## src/rtl/run_last_decoder_if.sv

```systemverilog
// Run/last link bundle between the edge encoder (master) and the
// receive-side decoder (slave).
interface run_last_decoder_if #(
   parameter int CNT_W = 8
);
   logic             r;
   logic             f;
   logic             err_clr;
   logic             run;
   logic             busy;
   logic [CNT_W-1:0] len;
   logic             len_vld;
   logic             len_ovf;
   logic             err;
   logic [1:0]       err_code;
   logic             err_any;

   modport master (
      output r, f, err_clr,
      input  run, busy, len, len_vld, len_ovf,
      input  err, err_code, err_any
   );

   modport slave (
      input  r, f, err_clr,
      output run, busy, len, len_vld, len_ovf,
      output err, err_code, err_any
   );
endinterface

```

## src/rtl/run_last_decoder.sv

```systemverilog
// Rebuilds the run level from the r/f edge markers, measures run
// length and flags every protocol violation on the link.
module run_last_decoder #(
   parameter int CNT_W = 8
) (
   input  logic             clk,
   input  logic             rst,
   run_last_decoder_if.slave bus
);

   typedef enum logic [1:0] {
      IDLE = 2'd0,
      RUN  = 2'd1,
      LAST = 2'd2
   } state_t;

   state_t           state_q, state_d;
   logic [CNT_W-1:0] cnt_q, cnt_d;
   logic             ovf_q, ovf_d;
   logic [CNT_W-1:0] len_q, len_d;
   logic             len_vld_q, len_vld_d;
   logic             len_ovf_q, len_ovf_d;
   logic             err_q, err_d;
   logic [1:0]       err_code_q, err_code_d;
   logic             err_any_q, err_any_d;
   logic             run_q, run_d;
   logic             busy_q, busy_d;
   logic             hit;
   logic [1:0]       code;

   always_comb begin
      state_d   = state_q;
      cnt_d     = cnt_q;
      ovf_d     = ovf_q;
      len_d     = len_q;
      len_ovf_d = len_ovf_q;
      len_vld_d = 1'b0;
      hit       = 1'b0;
      code      = 2'd0;

      // Collision outranks every per-state decode
      if (bus.r && bus.f) begin
         state_d = IDLE;
         hit     = 1'b1;
         code    = 2'd0;
      end else begin
         unique case (state_q)
            IDLE: begin
               if (bus.r) begin
                  state_d = RUN;
                  cnt_d   = {{(CNT_W-1){1'b0}}, 1'b1};
                  ovf_d   = 1'b0;
               end else if (bus.f) begin
                  hit  = 1'b1;
                  code = 2'd1;
               end
            end
            RUN: begin
               if (bus.r) begin
                  if (&cnt_q) ovf_d = 1'b1;
                  else        cnt_d = cnt_q + 1'b1;
               end else if (bus.f) begin
                  state_d   = LAST;
                  len_d     = cnt_q;
                  len_ovf_d = ovf_q;
                  len_vld_d = 1'b1;
               end else begin
                  state_d = IDLE;
                  hit     = 1'b1;
                  code    = 2'd2;
               end
            end
            LAST: begin
               state_d = IDLE;
               if (bus.r || bus.f) begin
                  hit  = 1'b1;
                  code = 2'd3;
               end
            end
            default: state_d = IDLE;
         endcase
      end

      err_d      = hit;
      err_code_d = hit ? code : err_code_q;
      if (hit)              err_any_d = 1'b1;
      else if (bus.err_clr) err_any_d = 1'b0;
      else                  err_any_d = err_any_q;

      run_d  = (state_d == RUN);
      busy_d = (state_d != IDLE);
   end

   always_ff @(posedge clk or posedge rst) begin
      if (rst) begin
         state_q    <= IDLE;
         cnt_q      <= '0;
         ovf_q      <= 1'b0;
         len_q      <= '0;
         len_vld_q  <= 1'b0;
         len_ovf_q  <= 1'b0;
         err_q      <= 1'b0;
         err_code_q <= 2'd0;
         err_any_q  <= 1'b0;
         run_q      <= 1'b0;
         busy_q     <= 1'b0;
      end else begin
         state_q    <= state_d;
         cnt_q      <= cnt_d;
         ovf_q      <= ovf_d;
         len_q      <= len_d;
         len_vld_q  <= len_vld_d;
         len_ovf_q  <= len_ovf_d;
         err_q      <= err_d;
         err_code_q <= err_code_d;
         err_any_q  <= err_any_d;
         run_q      <= run_d;
         busy_q     <= busy_d;
      end
   end

   assign bus.run      = run_q;
   assign bus.busy     = busy_q;
   assign bus.len      = len_q;
   assign bus.len_vld  = len_vld_q;
   assign bus.len_ovf  = len_ovf_q;
   assign bus.err      = err_q;
   assign bus.err_code = err_code_q;
   assign bus.err_any  = err_any_q;

endmodule

```

## src/flat_wrapper.sv

```systemverilog
// flat-port wrapper written by rule: the top's interface ports become plain ports
module run_last_decoder_flat 
#(
   parameter int CNT_W = 8
)
  (clk, rst, bus_r, bus_f, bus_err_clr, bus_run, bus_busy, bus_len, bus_len_vld, bus_len_ovf, bus_err, bus_err_code, bus_err_any);
  run_last_decoder_if #(.CNT_W(CNT_W)) bus_i ();
  input  logic clk;
  input  logic rst;
  input wire logic [$bits(bus_i.r)-1:0] bus_r;
  input wire logic [$bits(bus_i.f)-1:0] bus_f;
  input wire logic [$bits(bus_i.err_clr)-1:0] bus_err_clr;
  output wire logic [$bits(bus_i.run)-1:0] bus_run;
  output wire logic [$bits(bus_i.busy)-1:0] bus_busy;
  output wire logic [$bits(bus_i.len)-1:0] bus_len;
  output wire logic [$bits(bus_i.len_vld)-1:0] bus_len_vld;
  output wire logic [$bits(bus_i.len_ovf)-1:0] bus_len_ovf;
  output wire logic [$bits(bus_i.err)-1:0] bus_err;
  output wire logic [$bits(bus_i.err_code)-1:0] bus_err_code;
  output wire logic [$bits(bus_i.err_any)-1:0] bus_err_any;
  assign bus_i.r = bus_r;
  assign bus_i.f = bus_f;
  assign bus_i.err_clr = bus_err_clr;
  assign bus_run = bus_i.run;
  assign bus_busy = bus_i.busy;
  assign bus_len = bus_i.len;
  assign bus_len_vld = bus_i.len_vld;
  assign bus_len_ovf = bus_i.len_ovf;
  assign bus_err = bus_i.err;
  assign bus_err_code = bus_i.err_code;
  assign bus_err_any = bus_i.err_any;
  run_last_decoder #(.CNT_W(CNT_W)) u_core (.clk(clk), .rst(rst), .bus(bus_i));
endmodule
```

## config.mk

```make
export PLATFORM = sky130hd
export DESIGN_NAME = run_last_decoder_flat
export DESIGN_NICKNAME = d
export VERILOG_FILES = /design/src/rtl/run_last_decoder_if.sv /design/src/rtl/run_last_decoder.sv /design/src/flat_wrapper.sv
export SDC_FILE = /design/constraint.sdc
export NUM_CORES = 1
export LEC_CHECK = 0
export ABC_AREA = 1
export CORE_MARGIN = 10
export CORE_UTILIZATION = 51
export CTS_CLUSTER_DIAMETER = 80
export CTS_CLUSTER_SIZE = 25
export DETAILED_ROUTE_END_ITERATION = 12
export HOLD_SLACK_MARGIN = 0.15
export MAX_ROUTING_LAYER = met4
export PLACE_DENSITY = 0.74
export SLEW_MARGIN = 20
export SYNTH_ARGS = -nofsm -noshare
export SYNTH_HDL_FRONTEND = slang
export SYNTH_SLANG_ARGS = --single-unit
```

## constraint.sdc

```tcl
create_clock -name clk -period 1.5 [get_ports clk]
set_input_delay 0.375 -clock clk [delete_from_list [all_inputs] [get_ports clk]]
set_output_delay 0.375 -clock clk [all_outputs]
set_load 0.005 [all_outputs]
```

==> results by group, run 1 <==
Run status
  • Status: complete, no violations

Power
  • Total power draw: 0.00134 W
  • Cell-internal power: 0.000983 W
  • Power density over cell area: 884 nW/um2
  • Power share of the sequential group: 61.4%
  • Worst IR drop on VDD: 849 uV
  • Switching portion of total power: 26.7%
  • Net switching component of the power: 0.000359 W
  • Comb pwr share: 15.7%
  • Part of the power in the clock network: 22.9%
  • Leakage dissipation: 0.829 nW

Final layout
  • Final core utilization: 67.4%
  • Layout cell share with drive strength beyond 1: 15.2%
  • Fillers: 207
  • Ant. Diodes: 0
  • Area delta synth->final: 24.5%
  • Final non-filler cell total: 199
  • Nets@finish: 178

Die
  • Die extent in x: 68.9 um
  • Starting density of the core: 54.1%
  • Full die area: 4750 um2
  • Height of the die: 68.9 um
  • Standard-cell rows: 17
  • Number of top-level pins: 21
  • Area of the core: 2250 um2

Yosys
  • Share of synthesized area occupied by flip-flops and latches: 55.4%
  • Post-synthesis cell type count: 17
  • Flip-flop and latch count after synthesis: 27
  • Net Count, Synth: 147
  • Instance count of the mapped netlist: 141
  • Average footprint of a synthesized cell: 8.65 um2
  • Most area-hungry cell type in the Yosys netlist: dfrtp_1
  • Most area-consuming cells after synthesis: dfrtp_1 (55%), nand2_1 (17%), inv_1 (5.5%), o21ai_0 (4.9%), o21ai_2 (3.6%)
  • Post-synthesis instance area: 1220 um2
  • Area share of the leading cell type in the synthesized netlist: 55.4%
  • Number of warnings reported in the yosys synthesis log: 0

STA
  • Relative slew margins: 77.2%
  • Fin Setup TNS: 0 ns
  • RSZ-0062 raised after global routing: false
  • Number of setup violations in the final report: 0
  • Skew final: 0.00621 ns
  • Transition at the pin with the smallest max-transition slack: 0.342 ns
  • Slack of the critical path: 0.112 ns
  • Fmax: 0.720 GHz
  • Final cycle utilization of the critical path: 92.6%
  • Fin crit period: 1.39 ns
  • Number of endpoints with negative hold slack in the final report: 0
  • Number of pins exceeding their max-slew limit in the final report: 0

Route
  • Number of vias after detailed routing: 973
  • Number of detailed-routing iterations run before antenna repair: 4
  • Average wire per standard cell: 12.9 um
  • Final wirelength: 2570 um
  • Violation count after the first detailed-routing iteration: 48
  • Number of remaining DRC errors: 0
  • M1 WL: 1130 um
  • Top routing layer in use: met4
  • Wire length on met2: 1280 um
  • Routed length on met3: 135 um
  • Count of antenna-violating nets left after detailed routing: 0
  • Avg Vias per Cell: 4.89

Clock tree
  • Number of sinks handled by clock tree synthesis: 27
  • Count of H-tree levels built during CTS: 1
  • CTS Root Cell: clkbuf_4
  • Number of buffers added by the clock tree synthesis step: 3
  • Max Root-Sink Buffers: 2
  • Insertion delay to the later sink of the worst-skew pair: 0.31 ns
  • Reg clk slew, reported paths: 0.15 ns
  • TritonCTS clock tree: built

Placed design
  • Post-Place Cells: 193
  • HPWL reported at the end of detailed placement: 1940 um
  • Buffers added on ports: 20
  • Final weighted congestion of routability-driven global placement: 0.931
  • Pre-CTS worst setup slack: -0.276 ns

Worst setup path
  • Crit Path Class: input pin to flip-flop
  • Worst reg2reg setup slack: 0.16 ns
  • Launching element type of the critical path: input pin
  • Category of the worst setup path capture point: flip-flop
  • Crit. Startpoint: bus_f
  • Critical R2R Launch: u_core.cnt_q[0]$_DFFE_PP0P_
  • Crit-path max FO: 5
  • CP Data Required Time: 1.77 ns
  • Arrival time at the worst endpoint: 1.66 ns

Global route
  • Global-route wire length before repair: 4280 um
  • Antenna violations before repair: 0
  • Total congestion overflow after global routing: 0
  • Maximum number of pins on one net before global-route repair: 28
  • Vias in the first global route: 959
  • GRT Util Overall: 11.8%

Hold path
  • Kind of path behind the tightest hold check: input pin to async pin

Job
  • Max capacitance violation total: 0
[cells by family after synthesis]
kind of cell / after synthesis / synth area share [%]
and+or+nand+nor: 75 / 27.0
buffers and inverters: 19 / 6.67
adders and majority gates: 1 / 1.03
xor gates and xnor gates: 2 / 1.44
DFF: 27 / 55.4
AOI/OAI and AO/OA: 17 / 8.51
[worst paths after layout]
kind / to / depth (start not counted)
min in group clk: u_core.bus.len_ovf$_DFFE_PP0P_ / 2
worst min register to register: u_core.bus.len_ovf$_DFFE_PP0P_ / 2
max in group asynchronous: u_core.cnt_q[4]$_DFFE_PP0P_ / 3
worst max register to register: u_core.cnt_q[7]$_DFFE_PP0P_ / 8
worst max-delay path: u_core.cnt_q[7]$_DFFE_PP0P_ / 6
worst min-delay path: u_core.bus.err$_DFF_PP0_ / 3
[per-layer routing]
layer | vias to the layer above | GRT usage [%]
li1 | 493 | -
met1 | 455 | 13.7
met2 | 21 | 20.2
met3 | 4 | 2.25
met4 | 0 | 3.20
met5 | - | -
[critical path: stages]
cell	delay (ns)
clkdlybuf4s50_1	0.52
nor3_4	0.33
nand3_2	0.16
inv_1	0.15
nand2_1	0.06
nand2_1	0.06
[cell type report]
type / instances / area [um2] / share of cell area (%)
Sequential cell: 27 / 676 / 44.5
Multi-Input combinational cell: 95 / 480 / 31.6
Timing Repair Buffer: 27 / 233 / 15.3
Inverter: 18 / 67.6 / 4.45
Tap cell: 28 / 35.0 / 2.31
Clock buffer: 3 / 22.5 / 1.48
Clock inverter: 1 / 5.00 / 0.329
[registers in the layout, indices dropped and copies added (netlist names)]
signal               flops
u_core.bus.err_code      2
u_core.bus.err_any       1
u_core.state_q           2
u_core.bus.len_ovf       1
u_core.bus.busy          1
u_core.bus.err           1
u_core.bus.run           1
u_core.ovf_q             1
u_core.bus.len_vld       1
u_core.bus.len           8
u_core.cnt_q             8
[through the flow]
step | hold WS [ns] | instance area (um2)
final | 0.404 | 1520
after global routing | 0.444 | 1520
after CTS | 0.412 | 1490
after detailed placement | 0.465 | 1480
after global placement | 0.455 | 1480
after floorplan | 0.428 | 1220
[Yosys cell counts]
library cell,count
o21ai_2,5
inv_1,18
nand3b_1,1
ha_1,1
nand3_1,3
nor3_4,1
nor2_1,7
dfrtp_1,27
xor2_1,1
nand3_2,3
o21ai_0,12
xnor2_1,1
clkbuf_8,1
nand2_1,56
nor2_2,2
nor3_1,1
nand2_2,1
[cell usage in the layout (no fill, tap or decap), drive strengths merged]
cell / Yosys / layout
buf: 0 / 7
clkbuf: 1 / 3
clkdlybuf4s50: 0 / 4
clkinv: 0 / 1
dfrtp: 27 / 27
dlygate4sd2: 0 / 16
ha: 1 / 1
inv: 18 / 18
nand2: 57 / 57
nand3: 6 / 6
nand3b: 1 / 1
nor2: 9 / 9
nor3: 2 / 2
o21ai: 17 / 17
xnor2: 1 / 1
xor2: 1 / 1
[power by group through the flow]
stage | registers (W) | clock network (W) | logic [W]
after floorplan | 0.000834 | 0 | 0.000102
after global placement | 0.000836 | 0 | 0.000216
after detailed placement | 0.000839 | 0 | 0.000221
after CTS | 0.000823 | 0.000323 | 0.000211
after global routing | 0.000834 | 0.000347 | 0.000239
final | 0.000824 | 0.000307 | 0.000210
[what timing repair did]
item                       4_1_cts  5_1_grt
gates resized for setup         16        7
pin swaps                        0        1
setup buffers                    1        1
hold buffers                     0        0
cloned                           0        0
setup endpoints to repair       16        9
Power figures use the tool's default switching activity.
==> run 2: changes to the inputs <==
--- a/config.mk
+++ b/config.mk
@@ -6,14 +6,15 @@
 export NUM_CORES = 1
 export LEC_CHECK = 0
 export ABC_AREA = 1
+export CAP_MARGIN = 5
 export CORE_MARGIN = 10
-export CORE_UTILIZATION = 51
+export CORE_UTILIZATION = 46
 export CTS_CLUSTER_DIAMETER = 80
 export CTS_CLUSTER_SIZE = 25
 export DETAILED_ROUTE_END_ITERATION = 12
 export HOLD_SLACK_MARGIN = 0.15
 export MAX_ROUTING_LAYER = met4
-export PLACE_DENSITY = 0.74
+export PLACE_DENSITY = 0.71
 export SLEW_MARGIN = 20
 export SYNTH_ARGS = -nofsm -noshare
 export SYNTH_HDL_FRONTEND = slang
==> constraint.sdc (replaced) <==
create_clock -name clk -period 1.25 [get_ports clk]
set_input_delay 0.3125 -clock clk [delete_from_list [all_inputs] [get_ports clk]]
set_output_delay 0.3125 -clock clk [all_outputs]
set_load 0.005 [all_outputs]
==> results by group, run 2 (synthesis gave the netlist of run 1 again) <==
Run status
  • Status: finished, violations left
  • Violations in the final reports: setup timing

Global route
  • GRT Util Overall: 11.4% (-0.38 points)
  • Vias in the first global route: 1064 (+11%)
  • Maximum number of pins on one net before global-route repair: 28 (unchanged)
  • Total congestion overflow after global routing: 0 (unchanged)
  • Antenna violations before repair: 0 (unchanged)
  • Global-route wire length before repair: 4700 um (+9.8%)

Placed design
  • Placed cell areas: 1530 um2 (+3.6%)
  • HPWL reported at the end of detailed placement: 2000 um (+3.0%)
  • Buffers added on ports: 20 (unchanged)
  • Final weighted congestion of routability-driven global placement: 0.797 (-14%)

STA
  • RSZ-0062 raised after global routing: true
  • Fmax: 0.793 GHz
  • Fin crit period: 1.26 ns
  • Slack of the critical path: -0.0114 ns (-0.123 ns)
  • Number of pins exceeding their max-slew limit in the final report: 0 (unchanged)
  • Number of setup violations in the final report: 1 (+1)
  • Fin Setup TNS: -0.0114 ns (-0.0114 ns)
  • Relative slew margins: 81.6% (+4.4 points)
  • Hold Slack: 0.295 ns (-0.109 ns)
  • Transition at the pin with the smallest max-transition slack: 0.275 ns (-0.0666 ns)
  • Skew final: 0.00872 ns (+0.00252 ns)
  • Number of endpoints with negative hold slack in the final report: 0 (unchanged)
  • Final cycle utilization of the critical path: 101%

Final layout
  • Most frequent cells in the layout: nand2_1 (53), dfrtp_1 (26), inv_1 (16), buf_2 (14), buf_4 (12)
  • Nets@finish: 186 (+4.5%)
  • Area delta synth->final: 30.8%
  • Ant. Diodes: 0 (unchanged)
  • Final core utilization: 63.8% (-3.6 points)
  • Layout cell share with drive strength beyond 1: 31.8% (+17 points)
  • Post-route cell area: 1600 um2 (+5.0%)
  • Most common cell after layout, fill and taps aside: nand2_1

Clock tree
  • Number of buffers added by the clock tree synthesis step: 3 (unchanged)
  • Number of sinks handled by clock tree synthesis: 27 (unchanged)
  • Insertion delay to the later sink of the worst-skew pair: 0.33 ns (+0.02 ns)
  • Max Root-Sink Buffers: 2 (unchanged)
  • CTS Root Cell: clkbuf_4
  • Count of H-tree levels built during CTS: 1 (unchanged)
  • TritonCTS clock tree: built
  • Reg clk slew, reported paths: 0.15 ns (about the same)
  • Post-CTS Hold Fix Bufs: 0 (unchanged)

Die
  • Die extent in x: 71.5 um (+3.8%)
  • Starting density of the core: 48.8% (-5.3 points)
  • Standard-cell rows: 18 (+1)
  • Number of top-level pins: 21 (unchanged)
  • Height of the die: 71.5 um (+3.8%)
  • Area of the core: 2500 um2 (+11%)
  • Full die area: 5110 um2 (+7.6%)

Worst setup path
  • Cell-by-cell listing of the critical path: nor3_4 > buf_6 > nand2_8 > nand2_1 > o21ai_1
  • CP Data Required Time: 1.48 ns (-0.29 ns)
  • Crit Path Class: flip-flop to flip-flop
  • Arrival time at the worst endpoint: 1.49 ns (-0.17 ns)
  • Category of the worst setup path capture point: flip-flop
  • Slowest cell on the critical path: dfrtp_2
  • CP peak stage delay: 0.50 ns (-0.02 ns)
  • Crit-path max FO: 8 (+3)
  • Launching element type of the critical path: flip-flop

Route
  • Number of detailed-routing iterations run before antenna repair: 4 (unchanged)
  • Violation count after the first detailed-routing iteration: 99 (+110%)
  • Number of vias after detailed routing: 1007 (+3.5%)
  • Avg Vias per Cell: 4.82 (-1.5%)
  • Number of remaining DRC errors: 0 (unchanged)
  • Final wirelength: 2710 um (+5.2%)
  • Average wire per standard cell: 12.9 um (+0.18%)
  • Count of antenna-violating nets left after detailed routing: 0 (unchanged)

Hold path
  • Kind of path behind the tightest hold check: input pin to async pin

Power
  • Leakage dissipation: 0.856 nW (+3.2%)
  • Power density over cell area: 1070 nW/um2 (+21%)
  • Worst IR drop on VDD: 975 uV (+15%)
  • Total power draw: 0.00170 W (+27%)

Job
  • Max capacitance violation total: 0 (unchanged)
-- run 2: power by group --
group          total, W  internal, W  switching [W]
Clock          0.000387     0.000123       0.000264
Sequential     0.000979     0.000938      0.0000411
Combinational  0.000334     0.000164       0.000170
-- run 2: repair_timing --
item | CTS | global route
setup buffers | 3 | 2
setup endpoints to repair | 33 | 17
pin swaps | 2 | 5
resized for setup | 72 | 17
-- run 2: critical path, delay by kind of cell (launching register included) --
kind            cells  cell delay, ns
buf+inv             1            0.17
simple gates        3            0.42
flops               1            0.50
compound gates      1            0.06
-- run 2: through the flow --
stage,cells,setup slack [ns]
floorplan,141,0.0475
global placement,200,-0.429
detailed placement,200,-0.458
CTS,207,-0.000664
global route,209,-0.0704
finish,209,-0.0114
-- run 2: layout make-up --
cell class              count  area [um2]
clock buffers               3        22.5
clock inverters             1        7.51
fillers                   225         905
inverters                  18        70.1
multi-input cells          95         531
flip-flops and latches     27         677
well taps                  30        37.5
repair buffers             35         250
-- run 2: worst paths after layout --
path	end	slack [ns]	depth (start not counted)	start
worst max-delay path	u_core.cnt_q[4]$_DFFE_PP0P_	-0.01	5	u_core.state_q[1]$_DFF_PP0_
worst min-delay path	u_core.bus.len_vld$_DFF_PP0_	0.30	3	rst
worst max register to register	u_core.cnt_q[4]$_DFFE_PP0P_	-0.01	5	u_core.state_q[1]$_DFF_PP0_
worst min register to register	u_core.bus.len_ovf$_DFFE_PP0P_	0.48	2	u_core.ovf_q$_DFFE_PP0P_
max in group asynchronous	u_core.state_q[1]$_DFF_PP0_	0.80	3	rst
min in group clk	u_core.bus.run$_DFF_PP0_	0.45	3	bus_r
-- run 2: routing by layer --
metal | wire (um) | GRT usage (%)
met3 | 144 | 2.89
met1 | 1110 | 11.9
met4 | 78 | 6.45
met2 | 1370 | 19.1
met5 | 0 | -
==> run 3: changes to the inputs <==
--- a/config.mk
+++ b/config.mk
@@ -15,6 +15,7 @@
 export HOLD_SLACK_MARGIN = 0.15
 export MAX_ROUTING_LAYER = met4
 export PLACE_DENSITY = 0.71
+export SKIP_LAST_GASP = 1
 export SLEW_MARGIN = 20
 export SYNTH_ARGS = -nofsm -noshare
 export SYNTH_HDL_FRONTEND = slang
==> results by group, run 3 (synthesis gave the netlist of run 1 again) <==
Power
  • Leakage dissipation: 0.853 nW (-0.32%)
  • Worst IR drop on VDD: 977 uV (+0.21%)
  • Power density over cell area: 1070 nW/um2 (+0.53%)
  • Switching portion of total power: 28.1% (+0.14 points)
  • Power share of the sequential group: 57.7% (about the same)
  • Cell-internal power: 0.00122 W (-0.30%)
  • Part of the power in the clock network: 23.1% (+0.3 points)
  • Comb pwr share: 19.2% (-0.5 points)
  • Net switching component of the power: 0.000478 W (+0.40%)

Route
  • Number of vias after detailed routing: 1026 (+1.9%)
  • Final wirelength: 2750 um (+1.7%)
  • Violation count after the first detailed-routing iteration: 87 (-12%)
  • Avg Vias per Cell: 4.91 (+1.9%)
  • Number of remaining DRC errors: 0 (unchanged)
  • Average wire per standard cell: 13.2 um (+1.7%)
  • Count of antenna-violating nets left after detailed routing: 0 (unchanged)
  • Number of detailed-routing iterations run before antenna repair: 4 (unchanged)

Global route
  • Global-route wire length before repair: 4660 um (-0.72%)
  • Total congestion overflow after global routing: 0 (unchanged)
  • Maximum number of pins on one net before global-route repair: 28 (unchanged)
  • Antenna violations before repair: 0 (unchanged)
  • GRT Util Overall: 11.3% (-0.058 points)
  • Vias in the first global route: 1055 (-0.85%)

Worst setup path
  • CP peak stage delay: 0.50 ns (about the same)
  • Cell-by-cell listing of the critical path: nor3_4 > buf_6 > nand2_4 > nand2_1 > o21ai_1
  • Slowest cell on the critical path: dfrtp_2
  • Launching element type of the critical path: flip-flop
  • Crit-path max FO: 8 (unchanged)
  • Crit Path Class: flip-flop to flip-flop
  • Arrival time at the worst endpoint: 1.49 ns (about the same)
  • Category of the worst setup path capture point: flip-flop
  • CP Data Required Time: 1.48 ns (about the same)

Clock tree
  • Reg clk slew, reported paths: 0.15 ns (about the same)
  • Number of buffers added by the clock tree synthesis step: 3 (unchanged)
  • Insertion delay to the later sink of the worst-skew pair: 0.33 ns (about the same)
  • Number of sinks handled by clock tree synthesis: 27 (unchanged)
  • Max Root-Sink Buffers: 2 (unchanged)
  • CTS Root Cell: clkbuf_4
  • Count of H-tree levels built during CTS: 1 (unchanged)
  • TritonCTS clock tree: built

Run status
  • Violations in the final reports: setup timing
  • Status: finished, violations left

Die
  • Starting density of the core: 48.8% (unchanged)
  • Number of top-level pins: 21 (unchanged)
  • Standard-cell rows: 18 (unchanged)
  • Die extent in x: 71.5 um (unchanged)
  • Full die area: 5110 um2 (unchanged)
  • Area of the core: 2500 um2 (unchanged)
  • Height of the die: 71.5 um (unchanged)

Final layout
  • Area delta synth->final: 29.9%
  • Final non-filler cell total: 209 (unchanged)
  • Layout cell share with drive strength beyond 1: 31.8% (unchanged)
  • Final core utilization: 63.4% (-0.40 points)
  • Most frequent cells in the layout: nand2_1 (53), dfrtp_1 (26), inv_1 (16), buf_2 (13), buf_4 (12)
  • Ant. Diodes: 0 (unchanged)
  • Nets@finish: 186 (unchanged)
  • Most common cell after layout, fill and taps aside: nand2_1

STA
  • Fin crit period: 1.26 ns (+0.00127 ns)
  • Number of pins exceeding their max-slew limit in the final report: 0 (unchanged)
  • Fin Setup TNS: -0.0301 ns (-0.0187 ns)
  • Fmax: 0.792 GHz (-0.10%)
  • Skew final: 0.00729 ns (-0.00143 ns)
  • RSZ-0062 raised after global routing: true
  • Number of endpoints with negative hold slack in the final report: 0 (unchanged)
  • Final cycle utilization of the critical path: 101% (+0.10 points)
  • Relative slew margins: 81.2% (-0.38 points)
  • Slack of the critical path: -0.0126 ns (-0.00127 ns)
  • Transition at the pin with the smallest max-transition slack: 0.281 ns (+0.00570 ns)
  • Number of setup violations in the final report: 3 (+2)

Placed design
  • HPWL reported at the end of detailed placement: 2000 um (unchanged)
  • Final weighted congestion of routability-driven global placement: 0.797 (unchanged)
  • Post-Place Cells: 200 (unchanged)
  • Buffers added on ports: 20 (unchanged)

Hold path
  • Kind of path behind the tightest hold check: input pin to async pin

Job
  • Max capacitance violation total: 0 (unchanged)
==> run 3: critical path: cells and delay by family, from the launching register on <==
family	cells	cell delay, ns
DFF	1	0.50
AOI/OAI and AO/OA	1	0.08
and+or+nand+nor	3	0.43
buffers and inverters	1	0.15
==> run 3: power by group through the flow <==
stage / Sequential [W] / Clock [W] / Combinational [W]
after floorplan: 0.00100 / 0 / 0.000122
after global placement: 0.000986 / 0 / 0.000320
after detailed placement: 0.000988 / 0 / 0.000330
after CTS: 0.000971 / 0.000407 / 0.000314
after global routing: 0.000990 / 0.000437 / 0.000378
final: 0.000980 / 0.000392 / 0.000327
==> run 3: per-stage QoR <==
stage | cell area, um2 | total power [W] | setup slack [ns] | hold WS, ns
after floorplan | 1220 | 0.00112 | 0.0475 | 0.365
after global placement | 1530 | 0.00131 | -0.429 | 0.454
after detailed placement | 1530 | 0.00132 | -0.458 | 0.458
after CTS | 1540 | 0.00169 | -0.0348 | 0.301
after global routing | 1590 | 0.00180 | -0.0884 | 0.317
final | 1590 | 0.00170 | -0.0126 | 0.292
==> run 3: path summary, 6_finish.rpt <==
kind                                              from                              to  slack (ns)  cells after the start
setup / recovery           u_core.state_q[1]$_DFF_PP0_     u_core.cnt_q[2]$_DFFE_PP0P_       -0.01                      5
max in group asynchronous                          rst     u_core.state_q[1]$_DFF_PP0_        0.80                      3
min in group clk                                 bus_r        u_core.bus.run$_DFF_PP0_        0.45                      3
hold / removal                                     rst    u_core.bus.len_vld$_DFF_PP0_        0.29                      3
hold reg to reg               u_core.ovf_q$_DFFE_PP0P_  u_core.bus.len_ovf$_DFFE_PP0P_        0.49                      2
setup reg to reg           u_core.state_q[1]$_DFF_PP0_     u_core.cnt_q[2]$_DFFE_PP0P_       -0.01                      5
==> run 3: layout make-up <==
cell class                      instances  area, um2
Tap cell                               30       37.5
Clock buffer                            3       22.5
Multi-Input combinational cell         95        520
Fill cell                             219        915
Inverter                               18       70.1
Sequential cell                        27        677
Clock inverter                          1       7.51
Timing Repair Buffer                   35        250
==> run 3: what timing repair did <==
item,4_1_cts,5_1_grt
hold endpoints to repair,0,0
resized for setup,69,17
hold buffers,0,0
pin swaps,2,3
setup buffers,3,2
endpoints found under the setup margin,33,18
==> run 3: layer usage <==
layer | global-route usage, % | vias to the layer above | routed length [um]
met5 | - | - | 0
met4 | 6.45 | 0 | 79
met3 | 2.89 | 9 | 144
met2 | 19.0 | 19 | 1410
met1 | 11.8 | 487 | 1120
li1 | - | 511 | -
